$ cat config.mk
export PLATFORM = sky130hd
export DESIGN_NAME = timer_sequencer
export DESIGN_NICKNAME = d
export VERILOG_FILES = /design/src/rtl/timer_sequencer.sv
export SDC_FILE = /design/constraint.sdc
export NUM_CORES = 1
export LEC_CHECK = 0
export ABC_AREA = 1
export CORE_MARGIN = 4
export CORE_UTILIZATION = 25
export DETAILED_ROUTE_END_ITERATION = 12
export DONT_BUFFER_PORTS = 1
export PLACE_DENSITY_LB_ADDON = 0.05
export RECOVER_POWER = 50
export SLEW_MARGIN = 15
export SYNTH_ARGS = -nofsm -noshare
export SYNTH_HDL_FRONTEND = slang
export SYNTH_SLANG_ARGS = --single-unit
$ cat constraint.sdc
create_clock -name clk -period 3.75 [get_ports clk]
set_input_delay 0.375 -clock clk [delete_from_list [all_inputs] [get_ports clk]]
set_output_delay 0.375 -clock clk [all_outputs]
set_load 0.01 [all_outputs]
$ cat src/rtl/timer_sequencer.sv
// Interval feeder for the down-counting timer: queues intervals, loads them one at a
// time, paces the countdown with a prescaled enable and advances on trigger.
module timer_sequencer #(
   parameter int WIDTH    = 5,
   parameter int DEPTH    = 4,
   parameter int PRESCALE = 4
) (
   input  logic                     clk,
   input  logic                     reset,
   input  logic [WIDTH-1:0]         in_value,
   input  logic                     in_valid,
   output logic                     in_ready,
   input  logic                     start,
   input  logic                     stop,
   output logic [WIDTH-1:0]         value,
   output logic                     valid,
   output logic                     enable,
   input  logic                     trigger,
   output logic [$clog2(DEPTH):0]   level,
   output logic                     busy,
   output logic                     done
);

   // state | meaning
   // IDLE  | waiting for start with a non-empty queue
   // LOAD  | drive head interval with valid, pop it
   // ARM   | timer registers the value, prescaler cleared
   // RUN   | prescaled enable ticks until trigger
   typedef enum logic [1:0] {IDLE, LOAD, ARM, RUN} state_t;

   localparam int AW = $clog2(DEPTH);
   localparam int PW = (PRESCALE > 1) ? $clog2(PRESCALE) : 1;
   localparam logic [AW:0]   FULL_LEVEL = (AW+1)'(DEPTH);
   localparam logic [PW-1:0] PRESC_LAST = PW'(PRESCALE - 1);

   state_t             state, state_next;
   logic [WIDTH-1:0]   mem [DEPTH];
   logic [AW-1:0]      rd_ptr, wr_ptr;
   logic [AW:0]        count;
   logic [PW-1:0]      presc;
   logic [WIDTH-1:0]   last_value;
   logic               push, pop;

   // zero intervals complete the handshake but are dropped
   assign in_ready = (count != FULL_LEVEL);
   assign push     = in_valid && in_ready && (in_value != '0);
   assign pop      = (state == LOAD);
   assign level    = count;

   always_ff @(posedge clk) begin
      if (push) mem[wr_ptr] <= in_value;
   end

   always_ff @(posedge clk) begin
      if (reset) begin
         rd_ptr     <= '0;
         wr_ptr     <= '0;
         count      <= '0;
         last_value <= '0;
      end else begin
         if (push) wr_ptr <= wr_ptr + 1'b1;
         if (pop) begin
            rd_ptr     <= rd_ptr + 1'b1;
            last_value <= mem[rd_ptr];
         end
         case ({push, pop})
            2'b10:   count <= count + 1'b1;
            2'b01:   count <= count - 1'b1;
            default: count <= count;
         endcase
      end
   end

   always_ff @(posedge clk) begin
      if (reset || state != RUN) presc <= '0;
      else if (presc == PRESC_LAST) presc <= '0;
      else presc <= presc + 1'b1;
   end

   always_ff @(posedge clk) begin
      if (reset) state <= IDLE;
      else       state <= state_next;
   end

   always_comb begin
      state_next = state;
      case (state)
         IDLE: if (start && count != '0) state_next = LOAD;
         LOAD: state_next = stop ? IDLE : ARM;
         ARM:  state_next = stop ? IDLE : RUN;
         RUN: begin
            if (stop)         state_next = IDLE;
            else if (trigger) state_next = (count != '0) ? LOAD : IDLE;
         end
         default: state_next = IDLE;
      endcase
   end

   always_comb begin
      valid  = (state == LOAD);
      value  = (state == LOAD) ? mem[rd_ptr] : last_value;
      enable = (state == RUN) && (presc == PRESC_LAST) && !trigger;
      done   = (state == RUN) && trigger && !stop && (count == '0);
      busy   = (state != IDLE);
   end

endmodule

==> parameters.txt, run 1 <==
Parameter                              Value

Timing
  Final Hold Slack ... about 150 ps
  Final setup violating endpoints ... 0
  Remaining max-slew budget at the tightest pin ... between 20% and 30%
  Highest clock frequency the design can meet ... 383.3 MHz
  Worst path setup slack after routing ... around 1100 ps
  Crit share post-route ... a little over two thirds
  Min cycle time layout ... around 2600 ps
  Final Hold Fails ... 0
  Slew at the pin with the worst max-slew slack ... roughly 1100 ps
  Setup repair after global routing missed its margin ... no
  Final Max Tran Viols ... 0
  Sum of negative setup slack ... 0 ps
  Worst Skew ... around 3.1 ps

Setup path
  Required arrival time at the worst endpoint ... a little under 4000 ps
  Slowest stage delay, CP ... 830 ps
  Kind of critical path ... reg2reg
  Cell seen most often among critical-path stages ... nand2_1
  Startpoint type of the worst setup path ... flop
  Arr. time, crit path ... 2790 ps
  Sequence of cells on the critical path ... inv_1 -> nor2_1 -> ha_1 -> inv_1 -> fa_1 -> or2_2 -> nand2_1 -> nand2_1 -> nand2_1 -> nor2_1
  Critical Path End Type ... flop
  Cell at the slowest stage of the critical path ... nor2_1
  Crit path max fanout ... 14

Floorplan
  Die extent in y ... just over 90 µm
  Area of the die ... between 0.008 and 0.009 mm²
  DIE WIDTH ... roughly 90 µm
  Num ports ... 24
  Area inside the core boundary ... a little under 0.007 mm²
  Initial Utilization ... about a quarter
  Row count ... 30

Synth
  Mean area per synthesized cell ... around 8.4 µm²
  Fraction of synthesized cell area taken by the top area cell type ... between 30 and 40%
  Number of standard cells after synthesis ... 210
  Most area-hungry cell type in the Yosys netlist ... edfxtp_1
  Unique cell type count in the Yosys netlist ... 21
  Post-synthesis async set-or-reset flop share ... 0%
  Number of synthesis warnings ... 0
  Post-synth top flop ... edfxtp_1
  Number of synthesized flops with an enable pin ... 20
  Dominant cell by count in the synthesized netlist ... inv_1
  Synthesized cell area ... about 0.0018 mm²
  List of most frequent post-synthesis cells ... 49 x inv_1, 41 x nand2_1, 26 x nor2_1
  Part of the Yosys area used for sequential elements ... a little over half
  Synthesized net count ... around 230
  Most area-consuming cells after synthesis ... edfxtp_1 34%, dfxtp_1 20%, inv_1 10%
  Count of state elements after synthesis ... 38

Global routing
  Maximum number of pins on one net before global-route repair ... 15
  Antenna violations before repair ... 0
  Via count of the first global-routing pass ... ~1,100
  Global router's overall resource usage ... roughly 8.7%
  First-pass GRT wire length ... roughly 5500 µm
  Total global routing overflow ... 0

Clock tree
  Source-to-sink clock delay at the later pin of the worst-skew pair ... about 290 ps
  Clk sinks ... 38
  Root buf cell ... clkbuf_8
  Setup Fix Bufs, Post-CTS ... 0
  Number of instances resized during post-cts repair ... 0
  TritonCTS Buffers ... 5
  Maximum clock path buffer count ... 2
  Clock tree from TritonCTS ... yes
  Cts-stage hold buffer count ... 0
  H-tree lvl count ... 2
  Clock-pin slew reported for the worst setup and hold paths after clock tree synthesis ... approximately 70 ps

Pwr
  Overall power of the completed layout ... roughly 1.2 mW
  Power density over the cells ... roughly 620 mW/mm²
  Static power due to leakage ... ~0.89 nW
  Maximum vdd ir drop ... approximately 0.13 mV

Routing
  Vias after detailed routing ... approximately 1,200
  Number of DRC markers after the initial detailed-route iteration ... 35
  Final wirelength ... between 3000 and 4000 µm
  Post-detailed-route wirelength per cell ... 10.98 µm
  Count of nets left with antenna violations after detail routing ... 0
  Pre-antenna DRT Iters ... 4
  Detailed-route vias per instance ... roughly 3.9
  Drt drc ... 0

Placed design
  Cell Area, Placed ... ~0.0019 mm²
  PortBufs ... 0
  RD Place Congestion ... roughly 0.72
  Setup slack at placement ... 1536 ps
  Placed cell count ... just over 300
  Final HPWL DP ... 2609 µm

Final layout
  Area growth from synthesis to layout ... 9.680%
  Fin cells ... around 310
  Utilization of the core after routing ... approximately 28%
  Count of inserted antenna diode cells ... 0
  Final Net Count ... roughly 230
  Filler cell count ... around 700
  Area of all placed cells without fillers ... 0.001928 mm²
  Fraction of final layout cells sized beyond drive strength 1 ... between 6 and 7%

Flow run
  # Max-Cap Violations ... 0

Run status
  Run status ... complete, no violations

Min path
  Worst min path class ... in2reg
## worst max-delay path: cells and delay by family, from the launching register on
kind                     cells  cell delay [ps]
adder cells (fa/ha/maj)      2              670
flip-flops                   1              330
buffers and inverters        2              140
AND/OR/NAND/NOR              6             1360
## cell families after synthesis
group | after synthesis | share of synthesized area (%)
AO/OA/AOI/OAI | 10 | 2.847
adder cells (fa/ha/maj) | 7 | 5.409
buffers and inverters | 55 | 12.31
flip-flops | 38 | 54.66
AND/OR/NAND/NOR | 100 | 24.77
## metal layers
metal / GRT usage, % / up-vias / routed length [µm]
met5: 0 / - / 0
met4: 4.455 / 0 / 91
met3: 3.363 / 9 / 199
met2: 12.65 / 24 / 1418
met1: 11.01 / 519 / 1707
li1: - / 647 / -
## path summary, 6_finish.rpt
check | startpoint | end | slack (ps) | depth (start not counted)
setup reg to reg | state[0] | level[2] | 1140 | 10
hold reg to reg | presc[0] | presc[0] | 430 | 1
hold / removal | reset | last_value[4] | 150 | 1
setup / recovery | state[0] | level[2] | 1140 | 10
## registers in the layout (all words and copies together), names as in the netlist, named ones only
| signal | cells |
|---|---|
| mem | 20 |
| last_value | 5 |
| wr_ptr | 2 |
| state | 2 |
| rd_ptr | 2 |
| level | 3 |
| presc | 2 |
## layout by cell type, fill, tap and decap left out
cell type	n
o21ai_0	4
clkinv_2	1
nand4_1	1
dfxtp_1	18
or2_2	4
edfxtp_1	20
clkbuf_1	1
ha_1	6
nor4_1	1
inv_2	2
nand2_1	41
inv_1	50
a21oi_1	6
or2_1	2
nand3_1	21
nor2_1	28
nor3_1	1
clkinv_1	1
fa_1	1
nand2_2	1
clkbuf_8	5
## power breakdown
part           internal [mW]  switching (mW)  leakage, nW  total [mW]
clock                  0.128           0.138       0.0426       0.266
sequential             0.513          0.0488        0.331       0.562
combinational          0.121           0.254        0.515       0.375
## cell type report
type                            count  area (µm²)  area share, %
Clock buffer                        6       72.57          3.764
Clock inverter                      2       8.758         0.4543
Sequential cell                    38       960.9          49.84
Inverter                           52       195.2          10.12
Tap cell                           96       120.1          6.230
Multi-Input combinational cell    117       570.5          29.59
Note: power is estimated with default switching activity, not from simulation.
==> run 2: changes to the inputs <==
- clock period: 3.75 -> 2.4 ns (I/O delays scaled with it)
==> parameters.txt, run 2 (same netlist as run 1, synthesis figures left out) <==
Parameter                              Value

Routing
  Detailed-route vias per instance ... 3.787 (-1.8%)
  Number of DRC markers after the initial detailed-route iteration ... 33 (-5.7%)
  Post-detailed-route wirelength per cell ... 10.87 µm (-1.0%)
  Pre-antenna DRT Iters ... 4 (unchanged)
  Vias after detailed routing ... 1,193 (-0.50%)
  Final wirelength ... 3424 µm (+0.23%)
  Drt drc ... 0 (unchanged)
  Count of nets left with antenna violations after detail routing ... 0 (unchanged)

Setup path
  Cell at the slowest stage of the critical path ... fa_1
  Sequence of cells on the critical path ... nor2_1 -> nand2_1 -> nand2_1 -> nor2_1 -> inv_2 -> ha_1 -> inv_1 -> fa_1 -> or2_2 -> nand2_1 -> nand2_1 -> nand2_1 -> nor2_1
  Arr. time, crit path ... 2330 ps (-460 ps)
  R2r worst-path depth ... 13 (+3)
  Crit path max fanout ... 5 (-9)
  Required arrival time at the worst endpoint ... 2590 ps (-1340 ps)
  Critical path's top delay family ... simple AND/OR/NAND/NOR gates
  Startpoint type of the worst setup path ... flop
  Reg-to-reg setup timing slack ... 260 ps (-880 ps)
  Kind of critical path ... reg2reg
  Total stage count of the critical path ... 13 (+3)
  Count of buffering cells on the critical path with inverters included ... 2 (unchanged)
  Cell seen most often among critical-path stages ... nand2_1
  Slowest stage delay, CP ... 370 ps (-460 ps)
  Critical Path End Type ... flop

Clock tree
  Clock-pin slew reported for the worst setup and hold paths after clock tree synthesis ... 80 ps (about the same)
  Root buf cell ... clkbuf_8
  Clk sinks ... 38 (unchanged)
  Maximum clock path buffer count ... 2 (unchanged)
  Source-to-sink clock delay at the later pin of the worst-skew pair ... 290 ps (about the same)
  TritonCTS Buffers ... 5 (unchanged)
  Clock tree from TritonCTS ... yes
  H-tree lvl count ... 2 (unchanged)

Final layout
  Fin cells ... 315 (+1.3%)
  Number of flip-flops in the largest register ... 20 (unchanged)
  Area growth from synthesis to layout ... 12.88%
  Commonest non-fill, non-tap cells in the layout ... 50 x inv_1, 42 x nand2_1, 28 x nor2_1
  Count of inserted antenna diode cells ... 0 (unchanged)
  Fraction of final layout cells sized beyond drive strength 1 ... 6.849% (+0.80 points)
  Utilization of the core after routing ... 29.21% (+0.83 points)
  Biggest register ... mem
  Final Net Count ... 236 (+1.7%)
  Most common cell after layout, fill and taps aside ... inv_1

Run status
  Run status ... complete, no violations

Floorplan
  Area of the die ... 0.008437 mm² (unchanged)
  Die extent in y ... 91.86 µm (unchanged)
  Initial Utilization ... 25.87% (unchanged)
  Num ports ... 24 (unchanged)
  Row count ... 30 (unchanged)
  DIE WIDTH ... 91.86 µm (unchanged)
  Area inside the core boundary ... 0.006794 mm² (unchanged)

Timing
  Remaining max-slew budget at the tightest pin ... 59.64% (+33 points)
  Setup repair after global routing missed its margin ... no
  Min cycle time layout ... 2135 ps (-473.8 ps)
  Worst path setup slack after routing ... 264.8 ps (-876.2 ps)
  Slew at the pin with the worst max-slew slack ... 605.4 ps (-495.0 ps)
  Worst Skew ... 6.598 ps (+3.478 ps)
  Crit share post-route ... 88.97% (+19 points)
  Sum of negative setup slack ... 0 ps (unchanged)
  Highest clock frequency the design can meet ... 468.3 MHz (+22%)
  Final setup violating endpoints ... 0 (unchanged)
  Final Max Tran Viols ... 0 (unchanged)
  Final Hold Fails ... 0 (unchanged)

Pwr
  Clock Power Share ... 26.3% (+4.2 points)
  Overall power of the completed layout ... 2.011 mW (+67%)
  Internal power ... 1.306 mW (+71%)
  Gate power share ... 29.9% (-1.3 points)
  Static power due to leakage ... 0.9170 nW (+3.2%)
  Maximum vdd ir drop ... 0.2651 mV (+100%)
  Sequential cell fraction of total power ... 43.7% (-3.0 points)
  Switching power total ... 704.5 µW (+60%)
  Switching power share of the total ... 35.04% (-1.6 points)
  Power density over the cells ... 1013 mW/mm² (+62%)

Placed design
  PortBufs ... 0 (unchanged)
  RD Place Congestion ... 0.7533 (+4.3%)
  Placed cell count ... 305 (+0.66%)
  Setup slack at placement ... 290.9 ps (-1245 ps)
  Final HPWL DP ... 2641 µm (+1.2%)

Global routing
  First-pass GRT wire length ... 5685 µm (+3.1%)
  Via count of the first global-routing pass ... 1,153 (+2.8%)
  Maximum number of pins on one net before global-route repair ... 14 (-1)
  Total global routing overflow ... 0 (unchanged)
  Antenna violations before repair ... 0 (unchanged)
  Global router's overall resource usage ... 8.915% (+0.26 points)

Min path
  Worst min path class ... in2reg
  Worst hold path depth ... 1 (unchanged)

Flow run
  # Max-Cap Violations ... 0 (unchanged)
==> run 2: timing repair <==
action,CTS,global route
hold buffers,1,1
hold endpoints to repair,3,2
gates resized for setup,0,0
buffers inserted,0,0
==> run 2: through the flow <==
| stage | instance area, µm² | hold WS [ps] |
|---|---|---|
| after floorplan | 1758 | 312.4 |
| after global placement | 1872 | 315.2 |
| after detailed placement | 1872 | 315.4 |
| after CTS | 1991 | 0.1016 |
| after global routing | 1984 | 7.303 |
| final | 1984 | 34.55 |
==> run 2: power by group through the flow <==
stage          logic (mW)  registers (mW)  clock network [mW]
2_1_floorplan       0.524           0.869                   0
3_3_place_gp        0.621           0.898                   0
3_5_place_dp        0.624           0.899                   0
4_1_cts             0.631           0.884               0.555
5_1_grt             0.710           0.894               0.593
6_report            0.602           0.880               0.530
==> run 2: layer usage <==
layer  GRT usage (%)  wire (µm)  vias up
li1                -          -      651
met1           11.12       1732      517
met2           13.02       1435       20
met3           4.184        190        5
met4           4.084         65        0
met5               0          0        -
==> run 2: area by class of cell <==
| cell class | instances | area [µm²] |
|---|---|---|
| inverter | 52 | 195.2 |
| clock buffer | 5 | 68.82 |
| multi-input combinational | 117 | 568.0 |
| tap | 96 | 120.1 |
| timing repair buffer | 4 | 31.28 |
| sequential | 38 | 960.9 |
| clock inverter | 3 | 40.04 |
| fill | 740 | 4810 |
==> run 2: worst paths after layout <==
kind | endpoint | from
worst min-delay path | state[1] | trigger
worst min register to register | presc[0] | presc[0]
worst max register to register | level[2] | level[1]
worst max-delay path | level[2] | level[1]
==> run 3: changes to the inputs <==
- clock period: 2.4 -> 2.7 ns (I/O delays scaled with it)
==> parameters.txt, run 3 (same netlist as run 1, synthesis figures left out) <==
Parameter                              Value

Routing
  Drt drc ... 0 (unchanged)
  Post-detailed-route wirelength per cell ... 11.42 µm (+5.1%)
  Number of DRC markers after the initial detailed-route iteration ... 13 (-61%)
  Vias after detailed routing ... 1,222 (+2.4%)
  Detailed-route vias per instance ... 3.917 (+3.4%)
  Count of nets left with antenna violations after detail routing ... 0 (unchanged)
  Final wirelength ... 3563 µm (+4.1%)
  Pre-antenna DRT Iters ... 4 (unchanged)

Timing
  Final Max Tran Viols ... 0 (unchanged)
  Final Hold Fails ... 0 (unchanged)
  Crit share post-route ... 81.63% (-7.3 points)
  Highest clock frequency the design can meet ... 453.7 MHz (-3.1%)
  Remaining max-slew budget at the tightest pin ... 59.75% (+0.11 points)
  Slew at the pin with the worst max-slew slack ... 603.7 ps (-1.621 ps)
  Setup repair after global routing missed its margin ... no
  Sum of negative setup slack ... 0 ps (unchanged)
  Min cycle time layout ... 2204 ps (+68.91 ps)
  Final setup violating endpoints ... 0 (unchanged)
  Worst Skew ... 3.918 ps (-2.680 ps)

Final layout
  Final Net Count ... 233 (-1.3%)
  Biggest register ... mem
  Area growth from synthesis to layout ... 9.964%
  Count of inserted antenna diode cells ... 0 (unchanged)
  Multi-input gate area in the final layout ... 568.0 µm² (unchanged)
  Most common cell after layout, fill and taps aside ... inv_1
  Number of flip-flops in the largest register ... 20 (unchanged)
  Fraction of final layout cells sized beyond drive strength 1 ... 6.019% (-0.83 points)
  Filler cell count ... 714 (-3.5%)
  Utilization of the core after routing ... 28.45% (-0.76 points)
  FF/Latch Area ... 960.9 µm² (unchanged)
  Commonest non-fill, non-tap cells in the layout ... 50 x inv_1, 42 x nand2_1, 28 x nor2_1

Clock tree
  Cts-stage hold buffer count ... 0 (-1)
  Source-to-sink clock delay at the later pin of the worst-skew pair ... 280 ps (about the same)
  Clock-pin slew reported for the worst setup and hold paths after clock tree synthesis ... 80 ps (about the same)
  Clock tree from TritonCTS ... yes
  H-tree lvl count ... 2 (unchanged)
  TritonCTS Buffers ... 5 (unchanged)
  Root buf cell ... clkbuf_8
  Maximum clock path buffer count ... 2 (unchanged)
  Setup Fix Bufs, Post-CTS ... 0 (unchanged)
  Clk sinks ... 38 (unchanged)
  Number of instances resized during post-cts repair ... 0 (unchanged)

Floorplan
  Area inside the core boundary ... 0.006794 mm² (unchanged)
  Die extent in y ... 91.86 µm (unchanged)
  Row count ... 30 (unchanged)
  Num ports ... 24 (unchanged)
  Area of the die ... 0.008437 mm² (unchanged)
  Initial Utilization ... 25.87% (unchanged)
  DIE WIDTH ... 91.86 µm (unchanged)

Global routing
  Via count of the first global-routing pass ... 1,216 (+5.5%)
  Total global routing overflow ... 0 (unchanged)
  Antenna violations before repair ... 0 (unchanged)
  Global router's overall resource usage ... 9.180% (+0.27 points)
  Maximum number of pins on one net before global-route repair ... 14 (unchanged)
  First-pass GRT wire length ... 5996 µm (+5.5%)

Setup path
  Arr. time, crit path ... 2390 ps (+60 ps)
  Kind of critical path ... reg2reg
  Critical Path End Type ... flop
  Crit path max fanout ... 5 (unchanged)
  Startpoint type of the worst setup path ... flop
  Required arrival time at the worst endpoint ... 2890 ps (+300 ps)

Run status
  Run status ... complete, no violations

Flow run
  # Max-Cap Violations ... 0 (unchanged)

Placed design
  PortBufs ... 0 (unchanged)
  RD Place Congestion ... 0.7838 (+4.0%)
  Final HPWL DP ... 2758 µm (+4.5%)

Pwr
  Maximum vdd ir drop ... 0.2174 mV (-18%)
  Power density over the cells ... 876.4 mW/mm² (-14%)
  Static power due to leakage ... 0.8882 nW (-3.1%)

Min path
  Worst min path class ... in2reg
[run 3: path summary, 6_finish.rpt]
kind | startpoint | to | slack, ps | cells past startpoint
worst max register to register | level[1] | level[2] | 500 | 13
worst min register to register | presc[0] | presc[0] | 420 | 1
worst min-delay path | reset | last_value[0] | 40 | 1
worst max-delay path | level[1] | level[2] | 500 | 13
[run 3: critical path, stage by stage (launching register included)]
cell and delay (ps):
dfxtp_1 370, nor2_1 220, nand2_1 160, nand2_1 100
nor2_1 70, inv_2 90, ha_1 140, inv_1 60
fa_1 370, or2_2 300, nand2_1 90, nand2_1 50
nand2_1 50, nor2_1 40
[run 3: cell type report]
type                            instances  area share, %
Timing Repair Buffer                    1         0.1942
Clock inverter                          3         0.8414
Inverter                               52          10.10
Clock buffer                            5          3.560
Multi-Input combinational cell        117          29.39
Sequential cell                        38          49.71
Tap cell                               96          6.214
[run 3: through the flow]
| stage | instance area (µm²) | setup WS [ps] | total power, mW | instances | hold WS (ps) |
|---|---|---|---|---|---|
| 6_report | 1933 | 495.9 | 1.694 | 312 | 42.16 |
| 5_1_grt | 1933 | 233.1 | 1.858 | 312 | 27.81 |
| 4_1_cts | 1949 | 490.5 | 1.746 | 312 | 29.85 |
| 3_5_place_dp | 1864 | 498.5 | 1.357 | 304 | 345.2 |
| 3_3_place_gp | 1864 | 531.8 | 1.344 | 304 | 344.9 |
| 2_1_floorplan | 1758 | 720.1 | 1.238 | 210 | 342.4 |
[run 3: where the power goes]
group / switching, mW / total, mW / internal [mW]
Sequential: 0.0681 / 0.781 / 0.713
Combinational: 0.362 / 0.532 / 0.170
Clock: 0.205 / 0.381 / 0.177
Total: 0.634 / 1.69 / 1.06
[run 3: layer usage]
layer / vias to the layer above / GRT usage (%) / routed length [µm]
li1: 647 / - / -
met1: 547 / 12.09 / 1788
met2: 23 / 13.93 / 1529
met3: 5 / 3.117 / 183
met4: 0 / 3.342 / 62
met5: - / 0 / 0
